$ cat config.mk
export PLATFORM = sky130hd
export DESIGN_NAME = pipe_hazard_ctrl
export DESIGN_NICKNAME = d
export VERILOG_FILES = /design/src/rtl/pipe_hazard_ctrl.sv
export SDC_FILE = /design/constraint.sdc
export NUM_CORES = 1
export LEC_CHECK = 0
export ABC_AREA = 1
export BUFFER_PORTS_ARGS = -buffer_cell sky130_fd_sc_hd__buf_2
export CAP_MARGIN = 40
export CORE_MARGIN = 1
export CORE_UTILIZATION = 45
export CTS_BUF_LIST = sky130_fd_sc_hd__clkbuf_16
export DETAILED_ROUTE_END_ITERATION = 6
export PLACE_DENSITY = 0.72
export SYNTH_ARGS = -nofsm -noshare
export SYNTH_HDL_FRONTEND = slang
export SYNTH_SLANG_ARGS = --single-unit
$ cat constraint.sdc
create_clock -name clk -period 2 [get_ports clk]
set_input_delay 0.4 -clock clk [delete_from_list [all_inputs] [get_ports clk]]
set_output_delay 0.4 -clock clk [all_outputs]
set_load 0.05 [all_outputs]
$ cat src/rtl/pipe_hazard_ctrl.sv
// pipe_hazard_ctrl
// Pipeline sequencing controller for the 5-stage 19-bit MIPS core. It handles
// the hazards that forwarding cannot cover: load-use stalls, taken-branch
// flushes, data-memory waits (with a timeout to a sticky error state) and an
// externally requested drain/halt. It also keeps saturating statistics.
//
// Ports:
//   clk, rst_n            clock (rising edge), asynchronous active-low reset
//   if_id_instr           instruction held in IF/ID
//   id_ex_instr           instruction held in ID/EX
//   ex_branch_taken       branch in EX resolved taken
//   mem_busy              data memory not ready this cycle
//   halt_req              level request to drain and halt
//   pc_write/pc_sel_branch  PC load enable / load branch target
//   if_id_write/if_id_flush IF/ID load enable / load NOP
//   id_ex_flush           ID/EX loads a bubble
//   back_write            EX/MEM and MEM/WB load enable
//   halt_ack              pipeline empty and halted
//   mem_timeout_err       sticky memory timeout flag
//   state                 current FSM state (RUN=0 .. ERROR=4)
//   stall_cnt, flush_cnt  saturating statistics counters
module pipe_hazard_ctrl #(
  parameter int unsigned CNT_W        = 16,
  parameter int unsigned MEM_TIMEOUT  = 64,
  parameter int unsigned DRAIN_CYCLES = 3
) (
  input  logic             clk,
  input  logic             rst_n,
  input  logic [18:0]      if_id_instr,
  input  logic [18:0]      id_ex_instr,
  input  logic             ex_branch_taken,
  input  logic             mem_busy,
  input  logic             halt_req,
  output logic             pc_write,
  output logic             pc_sel_branch,
  output logic             if_id_write,
  output logic             if_id_flush,
  output logic             id_ex_flush,
  output logic             back_write,
  output logic             halt_ack,
  output logic             mem_timeout_err,
  output logic [2:0]       state,
  output logic [CNT_W-1:0] stall_cnt,
  output logic [CNT_W-1:0] flush_cnt
);

  localparam int unsigned TMO_W = $clog2(MEM_TIMEOUT + 1);
  localparam int unsigned DRN_W = $clog2(DRAIN_CYCLES + 1);
  localparam logic [TMO_W-1:0] TMO_LIM = TMO_W'(MEM_TIMEOUT);
  localparam logic [DRN_W-1:0] DRN_LIM = DRN_W'(DRAIN_CYCLES);

  typedef enum logic [2:0] {
    S_RUN     = 3'd0,
    S_MEMWAIT = 3'd1,
    S_DRAIN   = 3'd2,
    S_HALTED  = 3'd3,
    S_ERROR   = 3'd4
  } state_t;

  state_t           cur, nxt;
  logic [TMO_W-1:0] tmo, tmo_nxt;
  logic [DRN_W-1:0] drn, drn_nxt;
  logic             err;
  logic             stall_inc, flush_inc;

  // Instruction decode
  logic       f_alu, f_imm, f_lw, f_sw, d_lw;
  logic [2:0] d_dst;
  logic       load_use;
  logic       unused_bits;

  assign f_alu = ~if_id_instr[18];
  assign f_imm = if_id_instr[17];
  assign f_lw  = (if_id_instr[18:14] == 5'b10000);
  assign f_sw  = (if_id_instr[18:14] == 5'b10001);
  assign d_lw  = (id_ex_instr[18:14] == 5'b10000);
  assign d_dst = id_ex_instr[13:11];

  // SW's data register (B) is deliberately not checked: the forwarding unit
  // resolves a LW->SW data dependency memory-to-memory.
  assign load_use = d_lw && (d_dst != 3'd0) &&
                    (((f_alu || f_lw || f_sw) && (if_id_instr[10:8] == d_dst)) ||
                     (f_alu && !f_imm && (if_id_instr[7:5] == d_dst)));

  assign unused_bits = ^{if_id_instr[13:11], if_id_instr[4:0], id_ex_instr[10:0]};

  always_comb begin
    nxt           = cur;
    tmo_nxt       = '0;
    drn_nxt       = drn;
    pc_write      = 1'b1;
    if_id_write   = 1'b1;
    back_write    = 1'b1;
    pc_sel_branch = 1'b0;
    if_id_flush   = 1'b0;
    id_ex_flush   = 1'b0;
    halt_ack      = 1'b0;
    stall_inc     = 1'b0;
    flush_inc     = 1'b0;

    case (cur)
      // MEMWAIT without mem_busy decodes exactly like RUN, so a branch held
      // off by the freeze is taken on the release cycle.
      S_RUN, S_MEMWAIT: begin
        if (mem_busy) begin
          pc_write    = 1'b0;
          if_id_write = 1'b0;
          back_write  = 1'b0;
          stall_inc   = 1'b1;
          tmo_nxt     = tmo + 1'b1;
          nxt         = (tmo_nxt == TMO_LIM) ? S_ERROR : S_MEMWAIT;
        end else begin
          nxt = S_RUN;
          if (ex_branch_taken) begin
            pc_sel_branch = 1'b1;
            if_id_flush   = 1'b1;
            id_ex_flush   = 1'b1;
            flush_inc     = 1'b1;
          end else if (load_use) begin
            pc_write    = 1'b0;
            if_id_write = 1'b0;
            id_ex_flush = 1'b1;
            stall_inc   = 1'b1;
          end
          if (halt_req) begin
            nxt     = S_DRAIN;
            drn_nxt = '0;
          end
        end
      end

      S_DRAIN: begin
        if (mem_busy) begin
          pc_write    = 1'b0;
          if_id_write = 1'b0;
          back_write  = 1'b0;
          stall_inc   = 1'b1;
          tmo_nxt     = tmo + 1'b1;
          nxt         = (tmo_nxt == TMO_LIM) ? S_ERROR : S_DRAIN;
        end else begin
          pc_write    = 1'b0;
          if_id_write = 1'b0;
          id_ex_flush = 1'b1;
          if (ex_branch_taken) begin
            pc_write      = 1'b1;
            pc_sel_branch = 1'b1;
            if_id_flush   = 1'b1;
            flush_inc     = 1'b1;
          end
          if (!halt_req) begin
            nxt = S_RUN;
          end else begin
            drn_nxt = drn + 1'b1;
            if (drn_nxt == DRN_LIM) nxt = S_HALTED;
          end
        end
      end

      S_HALTED: begin
        pc_write    = 1'b0;
        if_id_write = 1'b0;
        id_ex_flush = 1'b1;
        halt_ack    = halt_req;
        if (!halt_req) nxt = S_RUN;
      end

      S_ERROR: begin
        pc_write    = 1'b0;
        if_id_write = 1'b0;
        back_write  = 1'b0;
      end

      default: begin
        nxt = S_RUN;
      end
    endcase

    // Reset overrides the combinational outputs immediately, not at the edge.
    if (!rst_n) begin
      pc_write      = 1'b0;
      if_id_write   = 1'b0;
      back_write    = 1'b0;
      pc_sel_branch = 1'b0;
      if_id_flush   = 1'b1;
      id_ex_flush   = 1'b1;
      halt_ack      = 1'b0;
    end
  end

  always_ff @(posedge clk or negedge rst_n) begin
    if (!rst_n) begin
      cur       <= S_RUN;
      tmo       <= '0;
      drn       <= '0;
      err       <= 1'b0;
      stall_cnt <= '0;
      flush_cnt <= '0;
    end else begin
      cur <= nxt;
      tmo <= tmo_nxt;
      drn <= drn_nxt;
      if (nxt == S_ERROR) err <= 1'b1;
      if (stall_inc && (stall_cnt != '1)) stall_cnt <= stall_cnt + 1'b1;
      if (flush_inc && (flush_cnt != '1)) flush_cnt <= flush_cnt + 1'b1;
    end
  end

  assign state           = cur;
  assign mem_timeout_err = err;

endmodule

==> qor.csv, run 1 <==
metric,value,unit
status,completed,
final worst slack,0.0744,ns
Die Height,80.7,um
TritonCTS clock tree,done,
CP top delay family,buffers and inverters,
Post-Syn Area,2790,um2
Post-Place Cells,527,
cell row count,28,
"Reg clk slew, reported paths",0.06,ns
Tightest Pin Transition,0.512,ns
Int Pwr,2.13,mW
Port Buf Inserts,65,
"Period Utilization, post-route",96.3,%
Non-Filler Instances,538,
Boundary Pins,86,
number of synthesized register bits,45,
skew final,0.00528,ns
via count,2724,
commonest cells in the synthesized netlist,"nand2_1, nor2_1, dfrtp_1, inv_1, nand3_1",
Post-synth top flop,dfrtp_1,
most used routing layer,met2,
DRC Markers,0,
HPWL after DPL,4900,um
CTS sink count,45,
vias in the first global route,2529,
Yosys Warn Count,0,
Pins Over Slew Limit,0,
post-synth cell types,29,
Critical Path RT,1.60,ns
critical path peak fanout,7,
HP Class,primary input to asynchronous set/reset pin,
Wirelength per Cell,12.0,um
met1 usage,25.2,%
Worst R2R Setup Slack,0.17,ns
r2r endpoint,stall_cnt[4],
DR iter-0 viols,121,
Worst R2R Path Depth,8,
GPL Wtd Cong,0.832,
Routed Antenna Nets,0,
Synth area leader,dfrtp_1,
core area,5960,um2
maxcap violations,0,
first-pass GRT wire length,10900,um
initial antenna violation count,0,
vias per std cell,5.06,
Antenna diodes,0,
M2 GR Usage,38.6,%
arrival time at the worst endpoint,1.53,ns
Max Freq,519,MHz
Sw Ratio,44.0,%
clock buffer depth,2,
peak supply drop,0.843,mV
CP startpoint kind,flop,
syn_nets,427,
chain of cells forming the critical path,"buf_4, nor2_1, inv_1, nor3_2, buf_2",
Worst Path Buf+Inv,3,
"EDFF count, synth",0,
total die area,6510,um2
Slew Limit Headroom,65.9,%
largest net degree at the start of global routing,42,
Comb pwr share,42.8,%
critical path's slowest cell,dfrtp_1,
r2r startpoint,stall_cnt[1],
Async SR Flop Fraction,100,%
total global-route track usage,21.4,%
Final Power,3.81,mW
Worst setup EP type,output port,
kind of critical path,flop to output port,
Power Density,1090,nW/um2
post-layout net count,509,
grt ovf,0,
Worst path max stage delay,0.39,ns
main area contributors after synthesis,"dfrtp_1, nand2_1, nor2_1, xor2_1, inv_1",
P&R area growth vs syn,25.4,%
post-layout min period,1.93,ns
drt total wl,6440,um
Mapped Avg Cell Area,7.34,um2
Switching Power,1.67,mW
Clock power frac,24.4,%
setup violators final,0,
sequential power share,32.8,%
final core occ,58.7,%
TritonCTS buffer count,5,
H-tree Lvls,2,
post-synthesis sequential area ratio,40.4,%
Starting Density,46.8,%
"count leader, synth",nand2_1,
cells after synthesis,380,
share of layout cells above drive strength 1,22.9,%
Lkg Pwr,1.88,nW
share of the synthesized area in the top cell type,40.4,%
Initial DRT Pass Iterations,4,
Die Wd,80.7,um
Final Hold Fails,0,
Worst-Skew Late Latency,0.29,ns
dpl ws,0.0995,ns
M3 GR Usage,4.32,%
root buf cell,clkbuf_16,
==> worst max path at each step <==
| stage | end | from | cells past startpoint |
|---|---|---|---|
| finish | halt_ack | state[2] | 5 |
| global route | if_id_flush | state[0] | 6 |
| CTS | pc_write | state[2] | 5 |
| detailed placement | stall_cnt[4] | stall_cnt[1] | 8 |
| global placement | stall_cnt[3] | stall_cnt[1] | 8 |
| floorplan | halt_ack | state[1] | 4 |
==> repair_timing <==
action / CTS / global route
gates resized for setup: 2 / 7
pin swaps: 0 / 2
endpoints found under the hold margin: 4 / 0
endpoints found under the setup margin: 4 / 20
buffers inserted: 0 / 2
hold buffers: 1 / 0
==> cells by family (layout without fill, tap and decap cells) <==
family / Yosys count / in the layout / synth area share (%)
flip-flops: 45 / 45 / 40.4
XOR/XNOR: 30 / 30 / 9.43
AND/OR/NAND/NOR: 240 / 240 / 38.1
adder cells (fa/ha/maj): 4 / 4 / 1.80
AO/OA/AOI/OAI: 12 / 12 / 2.87
buffers and inverters: 49 / 132 / 7.41
==> sequential cells by signal, indices dropped and copies added (netlist names) <==
signal	flops
drn	2
tmo	7
mem_timeout_err	1
flush_cnt	16
stall_cnt	16
state	3
==> worst reg2reg max path, delay by kind of cell, from the launching register on <==
kind | cells | cell delay (ns)
buffers and inverters | 1 | 0.20
and+or+nand+nor | 6 | 0.87
adders and majority gates | 1 | 0.25
DFF | 1 | 0.39
==> metrics by stage <==
stage / hold slack, ns / setup TNS, ns / cell area (um2)
6_report: 0.328 / 0 / 3500
5_1_grt: 0.396 / -0.0237 / 3500
4_1_cts: 0.350 / 0 / 3460
3_5_place_dp: 0.275 / 0 / 3280
3_3_place_gp: 0.274 / 0 / 3280
2_1_floorplan: 0.104 / -0.0735 / 2810
==> power groups by stage <==
stage	registers, mW	clock network, mW	logic, mW
2_1_floorplan	1.76	0	0.645
3_5_place_dp	1.26	0	1.60
5_1_grt	1.28	0.979	1.77
6_report	1.25	0.929	1.63
3_3_place_gp	1.26	0	1.56
4_1_cts	1.25	0.947	1.61
==> cell usage in the layout (no fill, tap or decap), drive strengths merged <==
cell type,synthesis,layout
nand3,27,27
a211oi,1,1
o21ai,7,7
o31ai,1,1
a21oi,2,2
ha,4,4
bufinv,0,1
buf,7,81
nand2b,1,1
nand3b,1,1
nand4,23,23
dlygate4sd3,0,1
clkinv,1,2
inv,40,41
xnor2,8,8
nor2,54,54
nor3b,1,1
o22ai,1,1
nor3,13,13
xor2,22,22
clkbuf,1,6
dfrtp,45,45
nand2,120,120
==> layer usage <==
metal	up-vias	part of all wire, %
met2	71	50
met5	-	0
met4	0	1.2
met3	9	4.7
li1	1378	-
met1	1266	44
==> final cells by class <==
| cell class | count | area (um2) |
|---|---|---|
| timing repair buffer | 83 | 468 |
| sequential | 45 | 1130 |
| tap | 75 | 93.8 |
| clock buffer | 5 | 125 |
| clock inverter | 3 | 37.5 |
| multi-input combinational | 286 | 1490 |
| fill | 569 | 2460 |
| inverter | 41 | 154 |
(Power assumes the default switching activity.)
==> run 2, diff against run 1 <==
- ABC_AREA: 1 -> 0
- PLACE_DENSITY: 0.72 -> 0.74
==> qor.csv, run 2 <==
metric,value,unit
main area contributors after synthesis,"dfrtp_1, xnor2_1, xor2_1, nand3_1, nand4_1",
cell row count,25,
top flop regs,"flush_cnt: 16 flops, stall_cnt: 16 flops, tmo: 7 flops",
Area after DPL,2910,um2
Pins Over Slew Limit,0,
CTS sink count,45,
via count,2019,
Synth area leader,dfrtp_1,
drt total wl,5130,um
Yosys Warn Count,0,
commonest cells in the synthesized netlist,"dfrtp_1, xnor2_1, nor2_1, nand2_1, nand3_1",
chain of cells forming the critical path,"buf_6, or3_1, a221o_1, a21oi_2, a21oi_2, o21ai_2, buf_6",
Non-Filler Instances,385,
Final Power,3.01,mW
HPWL after DPL,3830,um
Initial DRT Pass Iterations,4,
Post-synth top flop,dfrtp_1,
setup TNS,-0.903,ns
post-synth cell types,40,
Setup crit start,if_id_instr[15],
Max Freq,455,MHz
cell area after layout,3140,um2
grt ovf,0,
most frequent cells in the layout,"buf_2, dfrtp_1, xnor2_1",
Mapped Avg Cell Area,10.0,um2
peak supply drop,0.771,mV
Switching Power,1.20,mW
Die Height,74.3,um
Port Buf Inserts,65,
DRC Markers,0,
maxcap violations,0,
share of layout cells above drive strength 1,36.2,%
TritonCTS buffer count,5,
post-layout min period,2.20,ns
"Period Utilization, post-route",110,%
Post-Syn Area,2350,um2
total global-route track usage,19.7,%
initial antenna violation count,0,
CTS Hold Bufs,0,
CP startpoint kind,primary input,
Clock power frac,25.4,%
largest net degree at the start of global routing,46,
Async SR Flop Fraction,100,%
Int Pwr,1.81,mW
vias per std cell,5.24,
first-pass GRT wire length,8290,um
post-synthesis sequential area ratio,47.9,%
status,finished with violations,
post-synthesis xor/xnor area fraction,14.5,%
RSZ-0062 raised after global routing,yes,
P&R area growth vs syn,33.6,%
final worst slack,-0.195,ns
setup violators final,16,
main combinational cell family by area after synthesis,simple AND/OR/NAND/NOR gates,
DR iter-0 viols,97,
total die area,5520,um2
syn_nets,281,
Synth Area in Compound Gates,7.82,%
Worst path max stage delay,0.39,ns
Starting Density,48.2,%
Post-Place Cells,376,
Tightest Pin Transition,0.558,ns
post-layout net count,364,
share of the synthesized area in the top cell type,47.9,%
core area,4880,um2
Power Density,957,nW/um2
r2r startpoint,flush_cnt[10],
Critical Path RT,1.60,ns
Die Wd,74.3,um
GPL Wtd Cong,0.782,
Final Hold Fails,0,
Worst setup EP type,output port,
Slew Limit Headroom,62.8,%
Antenna diodes,0,
critical path's slowest cell,a221o_1,
Boundary Pins,86,
HP Class,primary input to asynchronous set/reset pin,
"count leader, synth",dfrtp_1,
clock buffer depth,2,
"Reg clk slew, reported paths",0.06,ns
H-tree Lvls,2,
arrival time at the worst endpoint,1.80,ns
"most common cell after layout, fill and taps aside",buf_2,
Wirelength per Cell,13.3,um
"EDFF count, synth",0,
critical path peak fanout,3,
kind of critical path,primary input to output port,
Lkg Pwr,1.50,nW
root buf cell,clkbuf_16,
Worst-Skew Late Latency,0.28,ns
Post-Synth Adder-Cell Area,2.13,%
mux contribution to synthesized area,1.86,%
number of synthesized register bits,45,
Routed Antenna Nets,0,
Comb pwr share,33.9,%
skew final,0.00753,ns
TritonCTS clock tree,done,
cells after synthesis,234,
Sw Ratio,39.8,%
sequential power share,40.8,%
failing checks,negative setup slack,
Synth Area in Simple Gates,23.5,%
vias in the first global route,1885,
[run 2: what timing repair did]
item,4_1_cts,5_1_grt
buffers inserted,0,1
gates resized for setup,9,13
cloned,0,0
setup endpoints to repair,3,14
endpoints found under the hold margin,0,0
pin swaps,2,2
[run 2: critical path: cells and delay by family]
| family | cells | cell delay (ns) |
|---|---|---|
| and+or+nand+nor | 1 | 0.36 |
| buffers and inverters | 2 | 0.26 |
| AOI/OAI and AO/OA | 4 | 0.77 |
[run 2: cell type report]
class / count / area (um2)
clock inverters: 3 / 11.3
fillers: 423 / 1740
multi-input cells: 177 / 1260
flip-flops and latches: 45 / 1130
clock buffers: 5 / 125
well taps: 67 / 83.8
inverters: 5 / 18.8
repair buffers: 83 / 503
[run 2: final timing paths]
| check | end | cells after the start | slack, ns |
|---|---|---|---|
| setup / recovery | id_ex_flush | 7 | -0.20 |
| hold / removal | tmo[4] | 2 | 0.34 |
| setup reg to reg | flush_cnt[7] | 7 | 0.11 |
| hold reg to reg | tmo[0] | 1 | 0.46 |
| max in group asynchronous | flush_cnt[0] | 2 | 1.25 |
| min in group clk | state[0] | 3 | 0.46 |
[run 2: logic make-up after synthesis]
logic type      Yosys count
compound gates           26
xor+xnor                 39
fa+ha+maj                 4
buf+inv                  12
flops                    45
mux                       4
simple gates            104
[run 2: routing by layer]
layer / GRT usage (%) / part of all wire (%)
met1: 26.2 / 44
met5: 0 / 0
met2: 32.9 / 50
met3: 4.07 / 5.2
met4: 5.03 / 0.66
[run 2: through the flow]
| stage | setup slack (ns) | util (%) | hold slack (ns) |
|---|---|---|---|
| global placement | -0.262 | 59.6 | 0.450 |
| CTS | -0.218 | 63.2 | 0.342 |
| global route | -0.254 | 64.4 | 0.392 |
| finish | -0.195 | 64.4 | 0.335 |
| floorplan | -0.170 | - | 0.104 |
| detailed placement | -0.270 | 59.6 | 0.452 |
[run 2: power groups by stage]
stage	sequential (mW)	combinational, mW	clock (mW)
finish	1.23	1.02	0.763
global route	1.25	1.09	0.813
CTS	1.22	1.01	0.780
detailed placement	1.24	0.996	0
global placement	1.23	0.976	0
floorplan	1.61	0.335	0
